**src/rtl/mii_fcs_check.sv**
```systemverilog
// MII receive FCS checker: strips the trailing 4-byte FCS through an 8-nibble delay line,
// runs a nibble-serial CRC-32 over the whole frame and reports length/runt/giant/odd status.
module mii_fcs_check #(
  parameter int MIN_BYTES = 64,
  parameter int MAX_BYTES = 1518
) (
  input  logic        clk,
  input  logic        reset,
  input  logic [3:0]  d,
  input  logic        dv,
  output logic [3:0]  q,
  output logic        qv,
  output logic        done,
  output logic        fcs_ok,
  output logic        runt,
  output logic        giant,
  output logic        odd,
  output logic [10:0] length
);

  localparam logic [31:0] CRC_POLY    = 32'hEDB88320;
  localparam logic [31:0] CRC_PRESET  = 32'hFFFFFFFF;
  localparam logic [31:0] CRC_RESIDUE = 32'hDEBB20E3;
  localparam logic [10:0] MIN_LEN     = 11'(MIN_BYTES);
  localparam logic [10:0] MAX_LEN     = 11'(MAX_BYTES);

  typedef enum logic [1:0] {
    IDLE = 2'd0,
    FILL = 2'd1,
    PASS = 2'd2
  } state_t;

  // Reflected CRC-32 advanced by one nibble, LSB of the nibble first.
  function automatic logic [31:0] crc32_nibble(input logic [31:0] crc, input logic [3:0] nib);
    logic [31:0] c;
    c = crc;
    for (int i = 0; i < 4; i++) begin
      if (c[0] ^ nib[i]) begin
        c = (c >> 1) ^ CRC_POLY;
      end else begin
        c = c >> 1;
      end
    end
    return c;
  endfunction

  state_t        state_r, state_s;
  logic [31:0]   dl_r;
  logic [11:0]   cnt_r, cnt_next_s;
  logic [31:0]   crc_r, crc_next_s;
  logic [3:0]    q_r;
  logic          qv_r, done_r, fcs_ok_r, runt_r, giant_r, odd_r;
  logic [10:0]   length_r;
  logic [10:0]   len_s;
  logic          runt_s, giant_s, odd_s, good_s;

  // State register.
  always_ff @(posedge clk or posedge reset) begin
    if (reset) begin
      state_r <= IDLE;
    end else begin
      state_r <= state_s;
    end
  end

  // Next-state: a frame is a run of dv=1; the 8th nibble fills the delay line.
  always_comb begin
    state_s = state_r;
    case (state_r)
      IDLE: begin
        if (dv) state_s = FILL;
        else    state_s = IDLE;
      end
      FILL: begin
        if (!dv)                 state_s = IDLE;
        else if (cnt_r == 12'd7) state_s = PASS;
        else                     state_s = FILL;
      end
      PASS: begin
        if (!dv) state_s = IDLE;
        else     state_s = PASS;
      end
      default: state_s = IDLE;
    endcase
  end

  // Counter/CRC next values; a nibble seen in IDLE starts a fresh frame.
  always_comb begin
    cnt_next_s = cnt_r;
    crc_next_s = crc_r;
    if (state_r == IDLE) begin
      cnt_next_s = 12'd1;
      crc_next_s = crc32_nibble(CRC_PRESET, d);
    end else begin
      if (cnt_r == 12'hFFF) cnt_next_s = cnt_r;
      else                  cnt_next_s = cnt_r + 12'd1;
      crc_next_s = crc32_nibble(crc_r, d);
    end
  end

  // End-of-frame status derived from the completed count and CRC register.
  always_comb begin
    len_s   = cnt_r[11:1];
    runt_s  = (len_s < MIN_LEN);
    giant_s = (len_s > MAX_LEN);
    odd_s   = cnt_r[0];
    good_s  = (crc_r == CRC_RESIDUE);
  end

  // Datapath: delay line, payload output and end-of-frame status capture.
  always_ff @(posedge clk or posedge reset) begin
    if (reset) begin
      dl_r     <= 32'd0;
      cnt_r    <= 12'd0;
      crc_r    <= 32'd0;
      q_r      <= 4'd0;
      qv_r     <= 1'b0;
      done_r   <= 1'b0;
      fcs_ok_r <= 1'b0;
      runt_r   <= 1'b0;
      giant_r  <= 1'b0;
      odd_r    <= 1'b0;
      length_r <= 11'd0;
    end else begin
      if (dv) begin
        dl_r  <= {dl_r[27:0], d};
        cnt_r <= cnt_next_s;
        crc_r <= crc_next_s;
      end
      // Only nibbles that are at least 8 behind the input ever leave, so the FCS never does.
      if (dv && (state_r == PASS)) begin
        q_r  <= dl_r[31:28];
        qv_r <= 1'b1;
      end else begin
        q_r  <= 4'd0;
        qv_r <= 1'b0;
      end
      if (!dv && (state_r != IDLE)) begin
        done_r   <= 1'b1;
        fcs_ok_r <= good_s & ~runt_s & ~giant_s & ~odd_s;
        runt_r   <= runt_s;
        giant_r  <= giant_s;
        odd_r    <= odd_s;
        length_r <= len_s;
      end else begin
        done_r   <= 1'b0;
      end
    end
  end

  assign q      = q_r;
  assign qv     = qv_r;
  assign done   = done_r;
  assign fcs_ok = fcs_ok_r;
  assign runt   = runt_r;
  assign giant  = giant_r;
  assign odd    = odd_r;
  assign length = length_r;

endmodule

```
**config.mk**
```make
export PLATFORM = sky130hd
export DESIGN_NAME = mii_fcs_check
export DESIGN_NICKNAME = d
export VERILOG_FILES = /design/src/rtl/mii_fcs_check.sv
export SDC_FILE = /design/constraint.sdc
export NUM_CORES = 1
export LEC_CHECK = 0
export ABC_AREA = 0
export ABC_CLOCK_PERIOD_IN_PS = 4350
export CAP_MARGIN = 20
export CORE_ASPECT_RATIO = 0.8
export CORE_MARGIN = 8
export CORE_UTILIZATION = 54
export CTS_BUF_LIST = sky130_fd_sc_hd__clkbuf_8
export DETAILED_ROUTE_END_ITERATION = 10
export PLACE_DENSITY_LB_ADDON = 0.12
export SETUP_SLACK_MARGIN = 0.4
export SLEW_MARGIN = 5
export SYNTH_ARGS = -nofsm -noshare
export SYNTH_HDL_FRONTEND = slang
export SYNTH_SLANG_ARGS = --single-unit
```
**constraint.sdc**
```tcl
create_clock -name clk -period 4.35 [get_ports clk]
set_input_delay 0.6525 -clock clk [delete_from_list [all_inputs] [get_ports clk]]
set_output_delay 0.6525 -clock clk [all_outputs]
set_load 0.02 [all_outputs]
```
Word level (Yosys, flattened, before mapping)
Index checks and enable logic that the tools add are counted.

$add $sub $neg: 1. Order comparisons: 2. Equality and inequality tests: 6. Muxes and demuxes: 25. Bitwise gates (word level): 20. Reductions and logical operators: 6.

Operator list (count): $mux W32 (15); $not A13 Y14 (7); $eq A32 B32 Y1 const B (1); $mux W12 (2); $add A12 B1 Y12 const B (1); $eq A12 B12 Y1 const B (1); $eq A12 B3 Y1 const B (1); $gt A11 B11 Y1 const B (1); $lt A11 B7 Y1 const B (1); $xor A1 B1 Y1 (7); $mux W2 (3); $pmux W2 S3 (1); $mux W4 (1); $and A1 B1 Y1 (3); $mux W1 (3); $not A1 Y1 (3); $eq A2 B1 Y1 const B (1); $eq A2 B2 Y1 const B (1); $logic_and A1 B1 Y1 (2); $logic_not A2 Y1 (1); $ne A2 B2 Y1 const B (1); $reduce_and A2 Y1 (1); $reduce_bool A2 Y1 (1); $logic_not A1 Y1 (1).

Register bits after elaboration: 99. Input bits: 7. Output and inout bits: 21. Word-level logic and storage cells: 72.

Logic depth before layout (Yosys ltp)
Gate-level depths: netlist of the first run.

Depth after elaboration: 12. Depth in mapped cells: 7. Mapped depth without buffers: 5.

Worst setup path after synthesis of the first run
No wires, ideal clock.

Path type: input port to flip-flop. Start point: in d[2]. End point: reg crc_r[23]. Setup time: 0.069 ns. Arrival time: 1.999 ns. Data required time: 4.281 ns. Slack: 2.282 ns. Cell stages on the path: 5. Path buffers: 1. Cells stage by stage: buf_6 xor2_4 xnor3_1 or4_1 nand3_1.

Longest elaborated chain between the ends: 6. Elaborated cells on any way between the ends: 11. Classes of those cells: mux: 7; bitwise: 4.

RTL lines: start, declared (RTL line 9) `input logic [3:0] d,`; $xor A1 B1 Y1 (RTL line 38) `if (c[0] ^ nib[i]) begin`; $mux W32 (RTL line 38); $mux W32 (RTL line 91) `if (state_r == IDLE) begin`; $not A13 Y14 (no line); $mux W32 (RTL line 38); $mux W32 (*) (RTL line 91); end signal, assigned (RTL line 128) `crc_r <= crc_next_s;`; end, declared (RTL line 50) `logic [31:0] crc_r, crc_next_s;`.

Every way passes the cells marked *; elsewhere a longest branch is shown, timed or not. The select of a mux whose other input is x is not followed. A chain may end at the register's enable or synchronous reset.

Worst setup path in the final report of the first run
Start point: in d[3]. End point: reg crc_r[24].

Longest elaborated chain between the ends: 3. Elaborated cells on any way between the ends: 5. Classes of those cells: mux: 3; bitwise: 2.

RTL lines (RTL line): $xor A1 B1 Y1 (38); $mux W32 (38); $mux W32 (*) (91).

Every way passes the cells marked *; elsewhere a longest branch is shown, timed or not.

==> reports/qor.csv, run 1 <==
metric,value,unit
Global Route Usage Sum,17.4,%
Internal,1.94,mW
post-synthesis xor/xnor area fraction,13.9,%
Synth cell types,52,
buffers added on ports,27,
CTS resizes,0,
largest net degree at the start of global routing,56,
clock buffer depth,2,
RSZ-0062 raised after global routing,no,
worst-skew pair later-pin latency,0.37,ns
yosys warns,0,
fmax,394,MHz
"Seq/Total Area, Yosys",50.0,%
Non-Filler Instances,572,
total gr overflow,0,
H-tree levels,3,
post-synthesis compound-gate area fraction,7.86,%
chip width,123,um
number of synthesized flops with an enable pin,0,
core area,0.00900,sq mm
DR iter-0 viols,282,
clock skew,0.0107,ns
syn_nets,444,
worst setup margin,1.81,ns
critical path's largest stage delay,0.80,ns
CTS sink cnt,99,
setup TNS,0,ns
sequential share of power,47.4,%
worst vdd ir,275,uV
area of the die,0.0125,sq mm
Slew headroom,41.4,%
Synth Area in Adders,0.253,%
Vert. Die Dim,102,um
Synth async-reset ratio,100,%
Cell Rows,31,
n_diodes,0,
Synth top area share,50.0,%
clock buffer count from CTS,9,
Sw Pwr,853,uW
initial antenna violation count,0,
"Hold-fix buffers, CTS",0,
synth cell count leaders,"99 x dfrtp_1, 51 x nor2_1, 45 x mux2_2",
TritonCTS clock tree,done,
setup bufs post-CTS,0,
starting density of the core,55.0,%
fin crit share,58.4,%
WP data arrival,2.79,ns
clock share of power,25.6,%
# setup viols final,0,
Layout fillers,782,
via/cell ratio,5.69,
Top delay family on crit path,XOR/XNOR gates,
"area leader, netlist",dfrtp_1,
max_cap viols,0,
ys flop type,dfrtp_1,
mux contribution to synthesized area,11.0,%
CP Buf/Inv Count,1,
Area Growth Syn to Fin,11.6,%
P per Cell Area,506,mW/mm^2
chain of cells forming the critical path,"clkdlybuf4s50_1, xor3_2, xor2_2, xnor2_1, a311o_1",
first-pass GRT wire length,16.8,mm
HP Class,reg -> reg,
Worst Tran Pin Value,0.876,ns
placed insts,556,
"Design Area, Final",0.00553,sq mm
worst hold slack,0.483,ns
drt total wl,9.88,mm
number of I/O pins,28,
"Slew Viols, Final",0,
CTS Root Cell,clkbuf_8,
WL/cell,17.3,um
"top cells by area, synth","dfrtp_1 50%, mux2_2 10%, xnor2_1 5.7%",
"count leader, synth",dfrtp_1,
Final Hold Fails,0,
Worst setup SP type,primary input,
Seq cells post-synth,99,
Final Wtd Congestion,0.815,
dpl ws,1.42,ns
vias in the first global route,3159,
Final Net Count,460,
Post-Synthesis Cells,436,
Vias,3256,
DRC viols,0,
clock-pin slew on the worst setup and hold paths,0.09,ns
DP HPWL,6.66,mm
Final ANT Viol Nets,0,
area of placed instances,0.00528,sq mm
worst endpoint required time,4.60,ns
Post-Syn Area,0.00495,sq mm
status,completed,
largest family of logic cells by synthesized area,simple AND/OR/NAND/NOR gates,
leakage,2.38,nW
critical path type,in -> reg,
CP max stage cell,clkdlybuf4s50_1,
share of cells above drive strength 1,16.2,%
Syn Area/Cell,11.4,sq um
Gate power share,27.0,%
Max Fanout on Critical Path,8,
router iterations before antenna repair,4,
final worst path period need,2.54,ns
simple-gate share of the synthesized area,14.0,%
CP endpoint kind,register,
switching part of the total,30.5,%
## per-stage QoR
| step | power (mW) | util [%] |
|---|---|---|
| after detailed placement | 2.09 | 58.6 |
| after CTS | 2.83 | 61.4 |
| final | 2.80 | 61.4 |
| after floorplan | 1.92 | - |
| after global placement | 2.06 | 58.6 |
| after global routing | 2.97 | 61.4 |
## final timing paths
kind                            startpoint        end  slack (ns)  cells after the start
worst min-delay path              dl_r[30]       q[2]        0.48                      1
worst max register to register   crc_r[22]     fcs_ok        2.27                      4
worst max-delay path                  d[3]  crc_r[24]        1.81                      5
worst min register to register    dl_r[30]       q[2]        0.48                      1
min in group asynchronous            reset       q[3]        0.74                      2
max in group asynchronous            reset   dl_r[22]        2.82                      3
## flip-flops by register name, summed over array words and instances (netlist names)
name     cells
crc_r       32
dl_r        32
cnt_r       12
length      11
q            4
state_r      2
done         1
fcs_ok       1
giant        1
odd          1
qv           1
runt         1
## routing by layer
| layer | track usage (%) | routed length (um) |
|---|---|---|
| met2 | 25.0 | 4310 |
| met5 | 0 | 0 |
| met4 | 4.80 | 91 |
| met1 | 25.3 | 4840 |
| met3 | 4.85 | 637 |
## area by class of cell
class	count	area, sq um	area share (%)
multi-input combinational	306	2330	42.2
clock inverter	7	128	2.31
tap	115	144	2.60
sequential	99	2480	44.8
clock buffer	9	124	2.24
inverter	4	17.5	0.317
timing repair buffer	32	303	5.48
## power by group through the flow
stage	Clock [mW]	Sequential [mW]	Combinational, mW
final	0.716	1.32	0.755
after global routing	0.784	1.36	0.830
after CTS	0.742	1.32	0.761
after detailed placement	0	1.34	0.756
after global placement	0	1.33	0.732
after floorplan	0	1.25	0.663
## cell usage in the layout (no fill, tap or decap), types with 11 or more instances in the layout
cell type	instances
xnor2_1	32
nor2_1	51
mux2_2	45
xnor3_1	11
clkdlybuf4s50_1	26
dfrtp_1	99
nand3_1	12
a21oi_1	32
nand2_1	26
o21ai_0	14
## cells by family (layout without fill, tap and decap cells)
group | count (synthesis) | count (layout)
and+or+nand+nor | 137 | 137
AOI/OAI and AO/OA | 65 | 65
xor gates and xnor gates | 54 | 54
adders and majority gates | 1 | 1
DFF | 99 | 99
buffers and inverters | 31 | 52
muxes | 49 | 49
Power figures use the tool's default switching activity.
==> run 2: changes to the inputs <==
- ABC_CLOCK_PERIOD_IN_PS: 4350 -> 2200
- clock period: 4.35 -> 2.2 ns (I/O delays scaled with it)
==> run 2 against run 1 <==
Against the previous run: sequential power rose by 95%; cell count is 5.9% higher; critical path depth unchanged; die area is the same; cell area is 5.4% higher; highest routed layer unchanged; largest power group unchanged; register-to-register slack got worse by 1.8 ns.
==> reports/qor.csv, run 2 (same netlist as run 1, synthesis figures left out) <==
metric,value,unit,change
RSZ-0062 raised after global routing,no,,
initial antenna violation count,0,,unchanged
router iterations before antenna repair,5,,+1
drt total wl,10.2,mm,+3.3%
P per Cell Area,937,mW/mm^2,+85%
Max Fanout on Critical Path,9,,+1
Slew headroom,71.4,%,+30 points
number of I/O pins,28,,unchanged
Sw Pwr,1.76,mW,+110%
DP HPWL,6.99,mm,+5.1%
core area,0.00900,sq mm,unchanged
"commonest non-fill, non-tap cell in the layout",dfrtp_1,,
setup TNS,0,ns,unchanged
fin crit share,78.7,%,
most frequent cells in the layout,"92 x dfrtp_1, 51 x nor2_1, 45 x mux2_2, 37 x buf_4, 32 x a21oi_1",,
starting density of the core,55.0,%,unchanged
Worst setup SP type,register,,
chain of cells forming the critical path,"o211ai_1, buf_4, nor4_4, or4_1, a21oi_1",,
switching part of the total,32.2,%,+1.7 points
critical path's largest stage delay,0.51,ns,-0.29 ns
"Power, Total",5.46,mW,+95%
fmax,577,MHz,
Cell Rows,31,,unchanged
# setup viols final,0,,unchanged
WP data arrival,2.04,ns,-0.75 ns
DR iter-0 viols,286,,+1.4%
area of the die,0.0125,sq mm,unchanged
Final ANT Viol Nets,0,,unchanged
Global Route Usage Sum,17.5,%,+0.068 points
"Slew Viols, Final",0,,unchanged
WL/cell,16.8,um,-2.5%
worst vdd ir,540,uV,+96%
Vert. Die Dim,102,um,unchanged
Final Wtd Congestion,0.835,,+2.5%
"Hold-fix buffers, CTS",0,,unchanged
clock share of power,20.9,%,-4.7 points
vias in the first global route,3299,,+4.4%
Area Growth Syn to Fin,17.7,%,
leakage,2.56,nW,+7.7%
worst hold slack,0.293,ns,-0.190 ns
CTS sink cnt,99,,unchanged
Util after Layout,64.8,%,+3.3 points
worst endpoint required time,2.51,ns,-2.09 ns
total gr overflow,0,,unchanged
sequential share of power,47.0,%,-0.4 points
TritonCTS clock tree,done,,
area of the multi-input gates,0.00240,sq mm,+2.9%
CP Buf/Inv Count,1,,unchanged
CTS Root Cell,clkbuf_8,,
chip width,123,um,unchanged
Layout fillers,731,,-6.5%
clock buffer count from CTS,9,,unchanged
HP Class,in -> async,,
DRC viols,0,,unchanged
n_diodes,0,,unchanged
Top delay family on crit path,simple AND/OR/NAND/NOR gates,,
first-pass GRT wire length,17.1,mm,+1.8%
buffers added on ports,27,,unchanged
register area,0.00249,sq mm,+0.35%
Final Net Count,494,,+7.4%
critical path type,reg -> reg,,
CP max stage cell,or4_1,,
via/cell ratio,5.65,,-0.74%
CP endpoint kind,register,,
worst-skew pair later-pin latency,0.37,ns,about the same
share of cells above drive strength 1,25.5,%,+9.3 points
H-tree levels,3,,unchanged
largest net degree at the start of global routing,46,,-18%
status,completed,,
top flop regs,"crc_r x32, dl_r x32, cnt_r x12",,
Gate power share,32.1,%,+5.1 points
Internal,3.70,mW,+91%
placed insts,580,,+4.3%
Worst Tran Pin Value,0.429,ns,-0.447 ns
clock buffer depth,2,,unchanged
max_cap viols,0,,unchanged
Vias,3424,,+5.2%
final worst path period need,1.73,ns,
Non-Filler Instances,606,,+5.9%
Final Hold Fails,0,,unchanged
clock-pin slew on the worst setup and hold paths,0.10,ns,about the same
clock skew,0.0155,ns,+0.00478 ns
-- run 2: changes by cell type in the layout (fill, tap and decap cells not counted), sizes merged, moves of 2 or more --
cell,before,now
clkdlybuf4s50,26,23
clkinvlp,0,3
buf,6,40
dlygate4sd2,0,2
bufinv,3,0
-- run 2: final timing paths --
check                      startpoint         to  slack [ns]  cells past startpoint
max in group asynchronous       reset   crc_r[1]        1.36                      3
hold / removal                  reset  crc_r[27]        0.29                      2
hold reg to reg              dl_r[29]       q[1]        0.48                      1
min in group clk                   dv   cnt_r[2]        0.34                      3
setup reg to reg           state_r[0]   cnt_r[9]        0.47                      5
setup / recovery           state_r[0]   cnt_r[9]        0.47                      5
-- run 2: through the flow --
step,instance area (sq um),setup slack (ns)
after detailed placement,5480,-0.0851
after floorplan,4960,0.455
final,5830,0.468
after global placement,5480,-0.0447
after CTS,5710,0.400
after global routing,5830,0.395
-- run 2: metal layers --
metal,global-route usage (%),vias to the layer above,routed length [um]
met2,25.7,113,4610
met5,0,-,0
met4,5.26,0,125
li1,-,1628,-
met1,25.0,1671,4830
met3,4.23,12,641
-- run 2: final cells by class --
type                       count  area share (%)
sequential                    99            42.7
clock buffer                  10            2.36
tap                          115            2.47
multi-input combinational    306            41.2
clock inverter                 6           0.945
timing repair buffer          66            10.0
inverter                       4           0.322
-- run 2: power by group through the flow --
stage	clock network, mW	registers (mW)	logic, mW
floorplan	0	2.48	1.31
global placement	0	2.58	1.61
detailed placement	0	2.60	1.65
CTS	1.18	2.56	1.69
global route	1.25	2.62	1.93
finish	1.14	2.57	1.75
-- run 2: what timing repair did --
action / in CTS / in global routing
gates resized for setup: 9 / 14
gates cloned: 0 / 0
buffers inserted: 2 / 8
pin swaps: 1 / 6
endpoints found under the setup margin: 10 / 13
==> run 3: changes to the inputs <==
- ABC_CLOCK_PERIOD_IN_PS: 2200 -> 1400
- clock period: 2.2 -> 1.4 ns (I/O delays scaled with it)
==> run 3 against run 2 <==
Against the previous run: fmax down 5.7%; largest power group is now combinational logic; critical path type unchanged; largest cell class is now multi-input combinational cells; utilization up 17 points; setup slack worse by 0.91 ns; non-clock buffer count up 91; register-to-register slack worse by 0.91 ns; via count up 20%; clock power up 63%; critical endpoint is now cnt_r[3]; the flow now finishes with violations (setup timing); cell area up 26%; hold slack worse by 0.030 ns; global-route usage up 3.8 points.
==> reports/qor.csv, run 3 (same netlist as run 1, synthesis figures left out) <==
metric,value,unit,change
clock buffer depth,2,,unchanged
initial antenna violation count,0,,unchanged
router iterations before antenna repair,5,,unchanged
share of cells above drive strength 1,53.9,%,+28 points
failing checks,setup timing,,
Util after Layout,81.9,%,+17 points
total gr overflow,0,,unchanged
CTS Root Cell,clkbuf_8,,
critical path type,reg -> reg,,
via/cell ratio,5.91,,+4.6%
Max Fanout on Critical Path,6,,-3
buffers added on ports,27,,unchanged
most frequent cells in the layout,"93 x dfrtp_1, 82 x buf_4, 55 x buf_6, 34 x nor2_1, 33 x mux2_2",,
DP HPWL,7.79,mm,+11%
Final Net Count,586,,+19%
starting density of the core,55.0,%,unchanged
Worst R2R Start,cnt_r[10],,
number of I/O pins,28,,unchanged
H-tree levels,3,,unchanged
Final Hold Fails,0,,unchanged
worst-skew pair later-pin latency,0.38,ns,about the same
DRC viols,0,,unchanged
Layout fillers,460,,-37%
TritonCTS clock tree,done,,
Final ANT Viol Nets,0,,unchanged
vias in the first global route,3915,,+19%
n_diodes,0,,unchanged
max_cap viols,0,,unchanged
Worst Tran Pin Value,0.503,ns,+0.0734 ns
Vert. Die Dim,102,um,unchanged
CTS sink cnt,99,,unchanged
"commonest non-fill, non-tap cell in the layout",dfrtp_1,,
Area Growth Syn to Fin,48.7,%,
Vias,4125,,+20%
clock buffer count from CTS,9,,unchanged
Setup crit start,cnt_r[10],,
"Power, Total",10.1,mW,+85%
worst setup margin,-0.437,ns,-0.906 ns
WP data arrival,2.15,ns,+0.11 ns
clock skew,0.00743,ns,-0.00806 ns
DR iter-0 viols,425,,+49%
top flop regs,"crc_r x32, dl_r x32, cnt_r x12",,
Slew headroom,66.4,%,-5.0 points
worst hold slack,0.263,ns,-0.0298 ns
P per Cell Area,1370,mW/mm^2,+46%
Worst setup SP type,register,,
area of the die,0.0125,sq mm,unchanged
worst endpoint required time,1.72,ns,-0.79 ns
status,"finished, violations left",,
setup TNS,-11.26,ns,-11.26 ns
largest net degree at the start of global routing,77,,+67%
first-pass GRT wire length,20.7,mm,+21%
fin crit share,131,%,+53 points
"Slew Viols, Final",0,,unchanged
RSZ-0062 raised after global routing,yes,,
area of the multi-input gates,0.00296,sq mm,+23%
dpl ws,-0.717,ns,-0.632 ns
drt total wl,15.0,mm,+47%
core area,0.00900,sq mm,unchanged
Global Route Usage Sum,21.3,%,+3.8 points
CP endpoint kind,register,,
Cell Rows,31,,unchanged
clock-pin slew on the worst setup and hold paths,0.11,ns,about the same
HP Class,in -> async,,
Final Wtd Congestion,0.839,,+0.40%
WL/cell,21.5,um,+27%
worst vdd ir,1060,uV,+96%
fmax,544,MHz,-5.7%
register area,0.00248,sq mm,about the same
leakage,3.37,nW,+31%
# setup viols final,59,,+59
chip width,123,um,unchanged
final worst path period need,1.84,ns,+0.106 ns
run 3: cell types whose count changed in the layout (fill, tap and decap cells not counted), sizes merged:
cell,previous run,this run
dlymetal6s2s,1,0
clkdlybuf4s50,23,2
buf,40,152
dlygate4sd2,2,3
inv,5,6
or2,2,3
clkinv,2,1
run 3: power breakdown:
part | internal, mW | switching (mW)
Clock | 0.733 | 1.13
Sequential | 3.48 | 0.512
Combinational | 2.37 | 1.85
Total | 6.59 | 3.49
run 3: final cells by class:
| class | count | share of cell area [%] |
|---|---|---|
| Clock buffer | 10 | 1.87 |
| Sequential cell | 99 | 33.7 |
| Inverter | 4 | 0.289 |
| Multi-Input combinational cell | 307 | 40.2 |
| Clock inverter | 6 | 0.747 |
| Timing Repair Buffer | 157 | 21.2 |
| Tap cell | 115 | 1.95 |
run 3: metrics by stage:
step	instances	cell area, sq um
2_1_floorplan	436	5270
3_3_place_gp	630	6040
3_5_place_dp	630	6040
4_1_cts	677	6880
5_1_grt	698	7370
6_report	698	7370
run 3: routing by layer:
metal | routed length, um | global-route usage, % | vias up
li1 | - | - | 1806
met1 | 6280 | 29.2 | 2085
met2 | 7270 | 33.8 | 189
met3 | 1070 | 5.07 | 45
met4 | 361 | 4.43 | 0
met5 | 0 | 0 | -
run 3: timing repair:
item,CTS,global route
hold buffers,0,0
endpoints found under the hold margin,0,0
cloned,3,1
endpoints found under the setup margin,118,114
buffers inserted,28,20
pin swaps,35,25
resized for setup,221,70
run 3: worst paths after layout:
kind / end / slack (ns) / cells past startpoint
max: cnt_r[3] / -0.44 / 5
max in group asynchronous: state_r[1] / 0.75 / 3
max reg2reg: cnt_r[3] / -0.44 / 5
min: cnt_r[1] / 0.26 / 3
min reg2reg: q[0] / 0.47 / 1
min in group clk: qv / 0.35 / 4
run 3: critical path, stage by stage (launching register included):
cell and delay [ns]:
dfrtp_1 0.47, o211ai_1 0.20, buf_4 0.21, o41ai_4 0.53
o21ai_1 0.19, a21oi_2 0.17
